### src/rtl/fb_vga_pkg.sv
// Shared 640x480@60 timing constants, pipeline depth and framebuffer geometry helpers
// for the grayscale framebuffer-to-VGA reader.
package fb_vga_pkg;

    localparam int unsigned H_ACTIVE = 640;
    localparam int unsigned H_FP     = 16;
    localparam int unsigned H_SYNC   = 96;
    localparam int unsigned H_BP     = 48;
    localparam int unsigned H_TOTAL  = H_ACTIVE + H_FP + H_SYNC + H_BP;

    localparam int unsigned V_ACTIVE = 480;
    localparam int unsigned V_FP     = 10;
    localparam int unsigned V_SYNC   = 2;
    localparam int unsigned V_BP     = 33;
    localparam int unsigned V_TOTAL  = V_ACTIVE + V_FP + V_SYNC + V_BP;

    localparam int unsigned PIPE_LAT = 3;

    localparam int unsigned DIM_W  = 10;
    localparam int unsigned ADDR_W = 19;
    localparam int unsigned PIX_W  = 8;

    // Per-frame window geometry; x1/y1 are exclusive bounds.
    typedef struct packed {
        logic             valid;
        logic [DIM_W-1:0] x0;
        logic [DIM_W-1:0] x1;
        logic [DIM_W-1:0] y0;
        logic [DIM_W-1:0] y1;
    } geom_t;

    // Timing flags carried down the pipeline alongside the read address.
    typedef struct packed {
        logic active;
        logic win;
        logic hsync;
        logic vsync;
        logic fs;
    } flags_t;

    localparam flags_t FLAGS_RST = '{active: 1'b0, win: 1'b0, hsync: 1'b1, vsync: 1'b1,
                                     fs: 1'b0};

    function automatic geom_t calc_geom(input logic [DIM_W-1:0] w, input logic [DIM_W-1:0] h,
                                        input logic [31:0] max_addr);
        geom_t      g;
        logic [19:0] area;
        area    = {10'd0, w} * {10'd0, h};
        g.valid = (w != '0) && (h != '0) && (w <= DIM_W'(H_ACTIVE)) &&
                  (h <= DIM_W'(V_ACTIVE)) && (32'(area) <= max_addr + 32'd1);
        g.x0    = (DIM_W'(H_ACTIVE) - w) >> 1;
        g.y0    = (DIM_W'(V_ACTIVE) - h) >> 1;
        g.x1    = g.x0 + w;
        g.y1    = g.y0 + h;
        return g;
    endfunction

endpackage

### src/rtl/fb_vga_reader_if.sv
// Framebuffer read port, image size inputs and VGA pin bundle of the reader.
interface fb_vga_reader_if;
    import fb_vga_pkg::*;

    logic [DIM_W-1:0]  img_w;
    logic [DIM_W-1:0]  img_h;
    logic [ADDR_W-1:0] ram_rdaddr;
    logic [PIX_W-1:0]  ram_rddata;
    logic [PIX_W-1:0]  vga_r;
    logic [PIX_W-1:0]  vga_g;
    logic [PIX_W-1:0]  vga_b;
    logic              hsync;
    logic              vsync;
    logic              blank_n;
    logic              frame_start;

    modport master (
        input  img_w, img_h, ram_rddata,
        output ram_rdaddr, vga_r, vga_g, vga_b, hsync, vsync, blank_n, frame_start
    );

    modport slave (
        output img_w, img_h, ram_rddata,
        input  ram_rdaddr, vga_r, vga_g, vga_b, hsync, vsync, blank_n, frame_start
    );

endinterface

### src/rtl/vga_timing_gen.sv
// 800x525 horizontal/vertical counters with raw (unregistered) sync, active and
// frame-start decode; this is stage 0 of the reader pipeline.
module vga_timing_gen
    import fb_vga_pkg::*;
(
    input  logic             clk,
    input  logic             reset,
    output logic [DIM_W-1:0] h_o,
    output logic [DIM_W-1:0] v_o,
    output logic             active_o,
    output logic             hsync_o,
    output logic             vsync_o,
    output logic             frame_start_o
);

    logic [DIM_W-1:0] h_q, h_d, v_q, v_d;

    always_comb begin
        h_d = h_q + 1'b1;
        v_d = v_q;
        if (h_q == DIM_W'(H_TOTAL - 1)) begin
            h_d = '0;
            v_d = (v_q == DIM_W'(V_TOTAL - 1)) ? '0 : v_q + 1'b1;
        end
    end

    always_ff @(posedge clk or negedge reset) begin
        if (!reset) begin
            h_q <= '0;
            v_q <= '0;
        end else begin
            h_q <= h_d;
            v_q <= v_d;
        end
    end

    assign h_o           = h_q;
    assign v_o           = v_q;
    assign active_o      = (h_q < DIM_W'(H_ACTIVE)) && (v_q < DIM_W'(V_ACTIVE));
    assign hsync_o       = !((h_q >= DIM_W'(H_ACTIVE + H_FP)) &&
                             (h_q < DIM_W'(H_ACTIVE + H_FP + H_SYNC)));
    assign vsync_o       = !((v_q >= DIM_W'(V_ACTIVE + V_FP)) &&
                             (v_q < DIM_W'(V_ACTIVE + V_FP + V_SYNC)));
    assign frame_start_o = (h_q == '0) && (v_q == '0);

endmodule

### src/rtl/fb_vga_reader.sv
// Streams a centred img_w x img_h grayscale image from a synchronous framebuffer RAM
// to VGA pins, surrounded by a constant border colour.
module fb_vga_reader
    import fb_vga_pkg::*;
#(
    parameter int unsigned      IMG_MAX_ADDR = 524287,
    parameter logic [PIX_W-1:0] BORDER       = 8'h00
) (
    input logic             clk,
    input logic             reset,
    fb_vga_reader_if.master fb
);

    logic [DIM_W-1:0]  h, v;
    logic              active, hsync_raw, vsync_raw, frame_start_raw;
    geom_t             geo_q, geo_d, geo_cur;
    logic              in_win;
    logic [ADDR_W-1:0] addr_cnt_q, addr_cnt_d, addr_base, rdaddr_q, rdaddr_d;
    flags_t            s1_q, s1_d, s2_q, s2_d, out_q, out_d;
    logic [PIX_W-1:0]  pix_q, pix_d;

    vga_timing_gen u_timing (
        .clk          (clk),
        .reset        (reset),
        .h_o          (h),
        .v_o          (v),
        .active_o     (active),
        .hsync_o      (hsync_raw),
        .vsync_o      (vsync_raw),
        .frame_start_o(frame_start_raw)
    );

    always_comb begin
        // The frame-start pixel itself already uses the freshly latched size.
        geo_cur = frame_start_raw ? calc_geom(fb.img_w, fb.img_h, 32'(IMG_MAX_ADDR)) : geo_q;
        geo_d   = geo_cur;
        in_win  = geo_cur.valid && (h >= geo_cur.x0) && (h < geo_cur.x1) &&
                  (v >= geo_cur.y0) && (v < geo_cur.y1);

        addr_base  = frame_start_raw ? '0 : addr_cnt_q;
        addr_cnt_d = addr_base;
        rdaddr_d   = rdaddr_q;
        if (in_win) begin
            rdaddr_d   = addr_base;
            addr_cnt_d = addr_base + 1'b1;
        end else if (frame_start_raw && !geo_cur.valid) begin
            rdaddr_d = '0;
        end

        s1_d  = '{active: active, win: in_win, hsync: hsync_raw, vsync: vsync_raw,
                  fs: frame_start_raw};
        s2_d  = s1_q;
        out_d = s2_q;
        pix_d = '0;
        if (s2_q.active) begin
            pix_d = s2_q.win ? fb.ram_rddata : BORDER;
        end
    end

    always_ff @(posedge clk or negedge reset) begin
        if (!reset) begin
            geo_q      <= '0;
            addr_cnt_q <= '0;
            rdaddr_q   <= '0;
            s1_q       <= FLAGS_RST;
            s2_q       <= FLAGS_RST;
            out_q      <= FLAGS_RST;
            pix_q      <= '0;
        end else begin
            geo_q      <= geo_d;
            addr_cnt_q <= addr_cnt_d;
            rdaddr_q   <= rdaddr_d;
            s1_q       <= s1_d;
            s2_q       <= s2_d;
            out_q      <= out_d;
            pix_q      <= pix_d;
        end
    end

    assign fb.ram_rdaddr  = rdaddr_q;
    assign fb.vga_r       = pix_q;
    assign fb.vga_g       = pix_q;
    assign fb.vga_b       = pix_q;
    assign fb.hsync       = out_q.hsync;
    assign fb.vsync       = out_q.vsync;
    assign fb.blank_n     = out_q.active;
    assign fb.frame_start = out_q.fs;

endmodule
### src/flat_wrapper.sv
// flat-port wrapper written by rule: the top's interface ports become plain ports
module fb_vga_reader_flat import fb_vga_pkg::*;
#(
    parameter int unsigned      IMG_MAX_ADDR = 524287,
    parameter logic [PIX_W-1:0] BORDER       = 8'h00
)
  (clk, reset, fb_img_w, fb_img_h, fb_ram_rddata, fb_ram_rdaddr, fb_vga_r, fb_vga_g, fb_vga_b, fb_hsync, fb_vsync, fb_blank_n, fb_frame_start);
  fb_vga_reader_if fb_i ();
  input logic clk;
  input logic reset;
  input wire logic [$bits(fb_i.img_w)-1:0] fb_img_w;
  input wire logic [$bits(fb_i.img_h)-1:0] fb_img_h;
  input wire logic [$bits(fb_i.ram_rddata)-1:0] fb_ram_rddata;
  output wire logic [$bits(fb_i.ram_rdaddr)-1:0] fb_ram_rdaddr;
  output wire logic [$bits(fb_i.vga_r)-1:0] fb_vga_r;
  output wire logic [$bits(fb_i.vga_g)-1:0] fb_vga_g;
  output wire logic [$bits(fb_i.vga_b)-1:0] fb_vga_b;
  output wire logic [$bits(fb_i.hsync)-1:0] fb_hsync;
  output wire logic [$bits(fb_i.vsync)-1:0] fb_vsync;
  output wire logic [$bits(fb_i.blank_n)-1:0] fb_blank_n;
  output wire logic [$bits(fb_i.frame_start)-1:0] fb_frame_start;
  assign fb_i.img_w = fb_img_w;
  assign fb_i.img_h = fb_img_h;
  assign fb_i.ram_rddata = fb_ram_rddata;
  assign fb_ram_rdaddr = fb_i.ram_rdaddr;
  assign fb_vga_r = fb_i.vga_r;
  assign fb_vga_g = fb_i.vga_g;
  assign fb_vga_b = fb_i.vga_b;
  assign fb_hsync = fb_i.hsync;
  assign fb_vsync = fb_i.vsync;
  assign fb_blank_n = fb_i.blank_n;
  assign fb_frame_start = fb_i.frame_start;
  fb_vga_reader #(.IMG_MAX_ADDR(IMG_MAX_ADDR), .BORDER(BORDER)) u_core (.clk(clk), .reset(reset), .fb(fb_i));
endmodule
### config.mk
export PLATFORM = sky130hd
export DESIGN_NAME = fb_vga_reader_flat
export DESIGN_NICKNAME = d
export VERILOG_FILES = /design/src/rtl/fb_vga_pkg.sv /design/src/rtl/fb_vga_reader_if.sv /design/src/rtl/vga_timing_gen.sv /design/src/rtl/fb_vga_reader.sv /design/src/flat_wrapper.sv
export SDC_FILE = /design/constraint.sdc
export NUM_CORES = 1
export LEC_CHECK = 0
export BUFFER_PORTS_ARGS = -buffer_cell sky130_fd_sc_hd__clkbuf_2
export CELL_PAD_IN_SITES_DETAIL_PLACEMENT = 0
export CELL_PAD_IN_SITES_GLOBAL_PLACEMENT = 2
export CORE_ASPECT_RATIO = 0.75
export CORE_MARGIN = 1
export CORE_UTILIZATION = 39
export CTS_CLUSTER_DIAMETER = 200
export DETAILED_ROUTE_END_ITERATION = 12
export GPL_TIMING_DRIVEN = 0
export PLACE_DENSITY_LB_ADDON = 0.1
export SLEW_MARGIN = 40
export SYNTH_ARGS = -nofsm -noshare
export SYNTH_HDL_FRONTEND = slang
export SYNTH_SLANG_ARGS = --single-unit
### constraint.sdc
create_clock -name clk -period 5.19 [get_ports clk]
set_input_delay 0.2595 -clock clk [delete_from_list [all_inputs] [get_ports clk]]
set_output_delay 0.2595 -clock clk [all_outputs]
set_load 0.02 [all_outputs]
==> results.md <==
* Seq cells post-synth at between 100 and 150
* Final hold violation count at 0
* Power Density at 434 mW/mm^2
* Initial antenna violation count at 0
* Startpoint Class: primary input
* R2r setup slk at -0.41 ns
* Worst-path fanout max at 6
* Vias in the first global route at 9022
* Grt ovf at 0
* Post-route ant nets at 0
* Endpoints failing setup at 40
* Crit path DAT at roughly 6.4 ns
* CP startpoint: fb_img_w[6]
* Max cap viols at 0
* Fraction of power consumed by sequential logic at 0.167
* Die Y-Extent at 148 um
* Setup ws final at -0.934 ns
* Core Region at approximately 0.028 sq mm
* Clk Latency, worst-skew pair at between 0.4 and 0.5 ns
* Period minus WS final at 6.12 ns
* Routed WL at 32.2 mm
* Worst ir drop on vdd at 265 uV
* Sw Ratio at 0.425
* Setup TNS at -30.36 ns
* Area grow syn2layout at 24.3%
* Async S/R FF share, synth at 1.00
* DR WL/cell at 17.9 um
* Clock power frac at 0.200
* Post-synth EDFFs at 0
* Largest cells by area after synthesis: dfrtp_1 26%, ha_1 13%, fa_1 11%, nand2_1 5.5%, inv_1 4.5%
* CP Class: primary input to register
* Worst setup path endpoint: u_core.addr_cnt_q[1]
* Logic gate share of total power at 0.633
* Worst hold path class: primary input to register
* Largest net degree at the start of global routing at 59
* Post-Syn Instances at 1256
* Final period util at 1.18
* CTS root buf: clkbuf_16
* CP endpoint kind: register
* Dominant cell type by area after synthesis: dfrtp_1
* Rel. slew slack at 0.517
* Share of cells above drive strength 1 at 0.217
* P_int at 3.46 mW
* Main synth FF type: dfrtp_1
* Seq/Total Area, Yosys at 0.272
* First-pass iteration count of the detailed router at 5
* DP Wirelength at 24.7 mm
* Switching pwr at 2.56 mW
* Top Ports at 77
* Total CTS buffers at 17
* Layout fillers at 2731
* GRT Overall Usage at 0.226
* First-pass GRT wire length at 51.0 mm
* Crit Reg-Reg Endpoint: u_core.addr_cnt_q[1]
* Synth cell count leaders: 163 x nand2_1, 135 x inv_1, 115 x dfrtp_1, 115 x ha_1, 62 x fa_1
* Syn_nets at 1463
* RSZ-0062 raised after global routing: true
* Via/cell ratio at between 5 and 6
* Outcome: finished with violations
* Clock Skew at 0.00894 ns
* Synth Warn # at 0
* Design Area, Final at 0.0139 sq mm
* FP Rows at 53
* RD Place Congestion at 0.818
* Die area at 0.0293 sq mm
* Failing checks: setup timing
* Yosys top cell area share at 0.258
* Final nets at 1601
* Via count at 9261
* TritonCTS clock tree: yes
* Clock Sinks at about 120
* CP required at 5.49 ns
* Port Buffers at 74
* DRC violations left at 0
* Fmax achieved at 163 MHz
* Leak Pwr at a little under 7 nW
* Worst r2r src: u_core.u_timing.h_o[0]
* Initial Util at 0.398
* Syn_area_per_cell at 8.88 sq um
* R2R depth at 20
* Actual slew at the worst max-slew pin at 0.720 ns
* Clk buf depth at 2
* Clock transition at path regs at 0.06 ns
* Chip Width at 197 um
* Yosys cell types at 82
* Hold depth at 2
* Syn Std Cell Area at 0.0112 sq mm
* Initial drt markers at 535
* Final Max Slew Viols at 0
* Area of placed instances at 0.0124 sq mm
* Htree depth at 4
* Count leader, synth: nand2_1
==> sequential cells by signal, summed over array words and instances, names as in the netlist <==
| name | flops |
|---|---|
| u_core.u_timing.h_o | 10 |
| u_core.u_timing.v_o | 10 |
| u_core.fb.ram_rdaddr | 19 |
| u_core.geo_q | 41 |
| u_core.addr_cnt_q | 19 |
| u_core.fb.frame_start | 1 |
| u_core.fb.vsync | 1 |
| u_core.fb.blank_n | 1 |
| u_core.s1_q | 5 |
| u_core.fb.hsync | 1 |
| u_core.out_d | 5 |
| u_core.fb.vga_b | 8 |
==> power groups by stage <==
| stage | clock [mW] | sequential [mW] | combinational (mW) |
|---|---|---|---|
| 6_report | 1.20 | 1.00 | 3.81 |
| 5_1_grt | 1.26 | 1.01 | 4.14 |
| 4_1_cts | 1.23 | 1.00 | 3.30 |
| 3_5_place_dp | 0 | 1.02 | 2.83 |
| 3_3_place_gp | 0 | 1.02 | 2.87 |
| 2_1_floorplan | 0 | 1.02 | 2.07 |
==> cell usage in the layout (no fill, tap or decap), types with 15 or more instances in the layout <==
cell type  netlist  layout
ha_1           115     104
and2_1          60      56
and3_1          31      29
dfrtp_1        115     115
xnor2_1         25      25
buf_4           16      52
a21oi_1         46      38
inv_1          135     131
nand3_1         21      20
buf_8            0      15
nand2_1        163     159
o21ai_0         49      44
mux2i_1         16      15
nand4_1         25      25
nor3_1          22      21
xor2_1          26      26
a22o_1          17      17
clkbuf_2         1      73
nor2_1          49      46
clkbuf_16        0      19
fa_1            62      58
nand2b_1        21      20
buf_6            3      17
==> worst min-delay path by stage <==
stage / startpoint / end / slack (ns)
2_1_floorplan: reset / u_core.addr_cnt_q[0] / -0.04
3_3_place_gp: u_core.s1_q[4] / u_core.out_d[4] / 0.33
3_5_place_dp: reset / u_core.fb.ram_rdaddr[4] / 0.16
4_1_cts: fb_ram_rddata[3] / u_core.fb.vga_b[3] / 0.07
5_1_grt: fb_ram_rddata[7] / u_core.fb.vga_b[7] / 0.08
6_report: fb_ram_rddata[3] / u_core.fb.vga_b[3] / 0.08
==> cell families after synthesis <==
logic type / after synthesis / synth area share
simple gates: 455 / 0.214
compound gates: 220 / 0.135
buf+inv: 210 / 0.0786
fa+ha+maj: 177 / 0.240
flops: 121 / 0.272
xor+xnor: 51 / 0.0400
mux: 22 / 0.0204
==> worst max-delay path, cell delays in order <==
cell	delay (ns)
buf_8	0.10
clkbuf_16	0.14
and2_4	0.13
fa_1	0.55
inv_1	0.06
fa_1	0.51
inv_1	0.05
fa_1	0.49
inv_2	0.05
fa_2	0.61
fa_1	0.43
inv_2	0.08
ha_4	0.22
buf_6	0.12
a21o_1	0.19
or3_1	0.37
o211ai_1	0.15
nand4_1	0.14
or4bb_1	0.51
or4_4	0.52
a31oi_4	0.26
buf_6	0.16
mux2_4	0.30
==> per-layer routing <==
layer,vias to the layer above,share of wire,global-route usage
met2,145,0.41,0.311
li1,4566,-,-
met1,4533,0.55,0.365
met3,17,0.039,0.0385
met5,-,0,0
met4,0,0.0071,0.0388
==> final cells by class <==
class	count	area, sq um	share of cell area
multi-input cells	925	7720	0.556
flip-flops and latches	121	3040	0.219
repair buffers	123	893	0.0644
plain buffers	70	629	0.0454
inverters	136	510	0.0368
well taps	385	482	0.0347
clock buffers	18	439	0.0317
clock inverters	14	161	0.0116
diodes	1	2.50	0.000180
==> stage by stage <==
step	hold WS (ns)	utilization	std cells	power (mW)	worst slack, ns
after floorplan	-0.0361	-	1256	3.08	-0.821
after global placement	0.332	0.438	1715	3.88	-1.81
after detailed placement	0.162	0.441	1717	3.85	-1.77
after CTS	0.0712	0.481	1774	5.53	-0.991
after global routing	0.0850	0.494	1792	6.41	-1.08
final	0.0802	0.495	1793	6.02	-0.934
==> what timing repair did <==
| item | CTS | global route |
|---|---|---|
| endpoints found under the setup margin | 40 | 40 |
| resized for setup | 71 | 93 |
| setup buffers | 25 | 19 |
| hold buffers | 1 | 0 |
| pin swaps | 24 | 41 |
| hold endpoints to repair | 27 | 0 |
| cloned | 1 | 1 |
(Power assumes the default switching activity.)
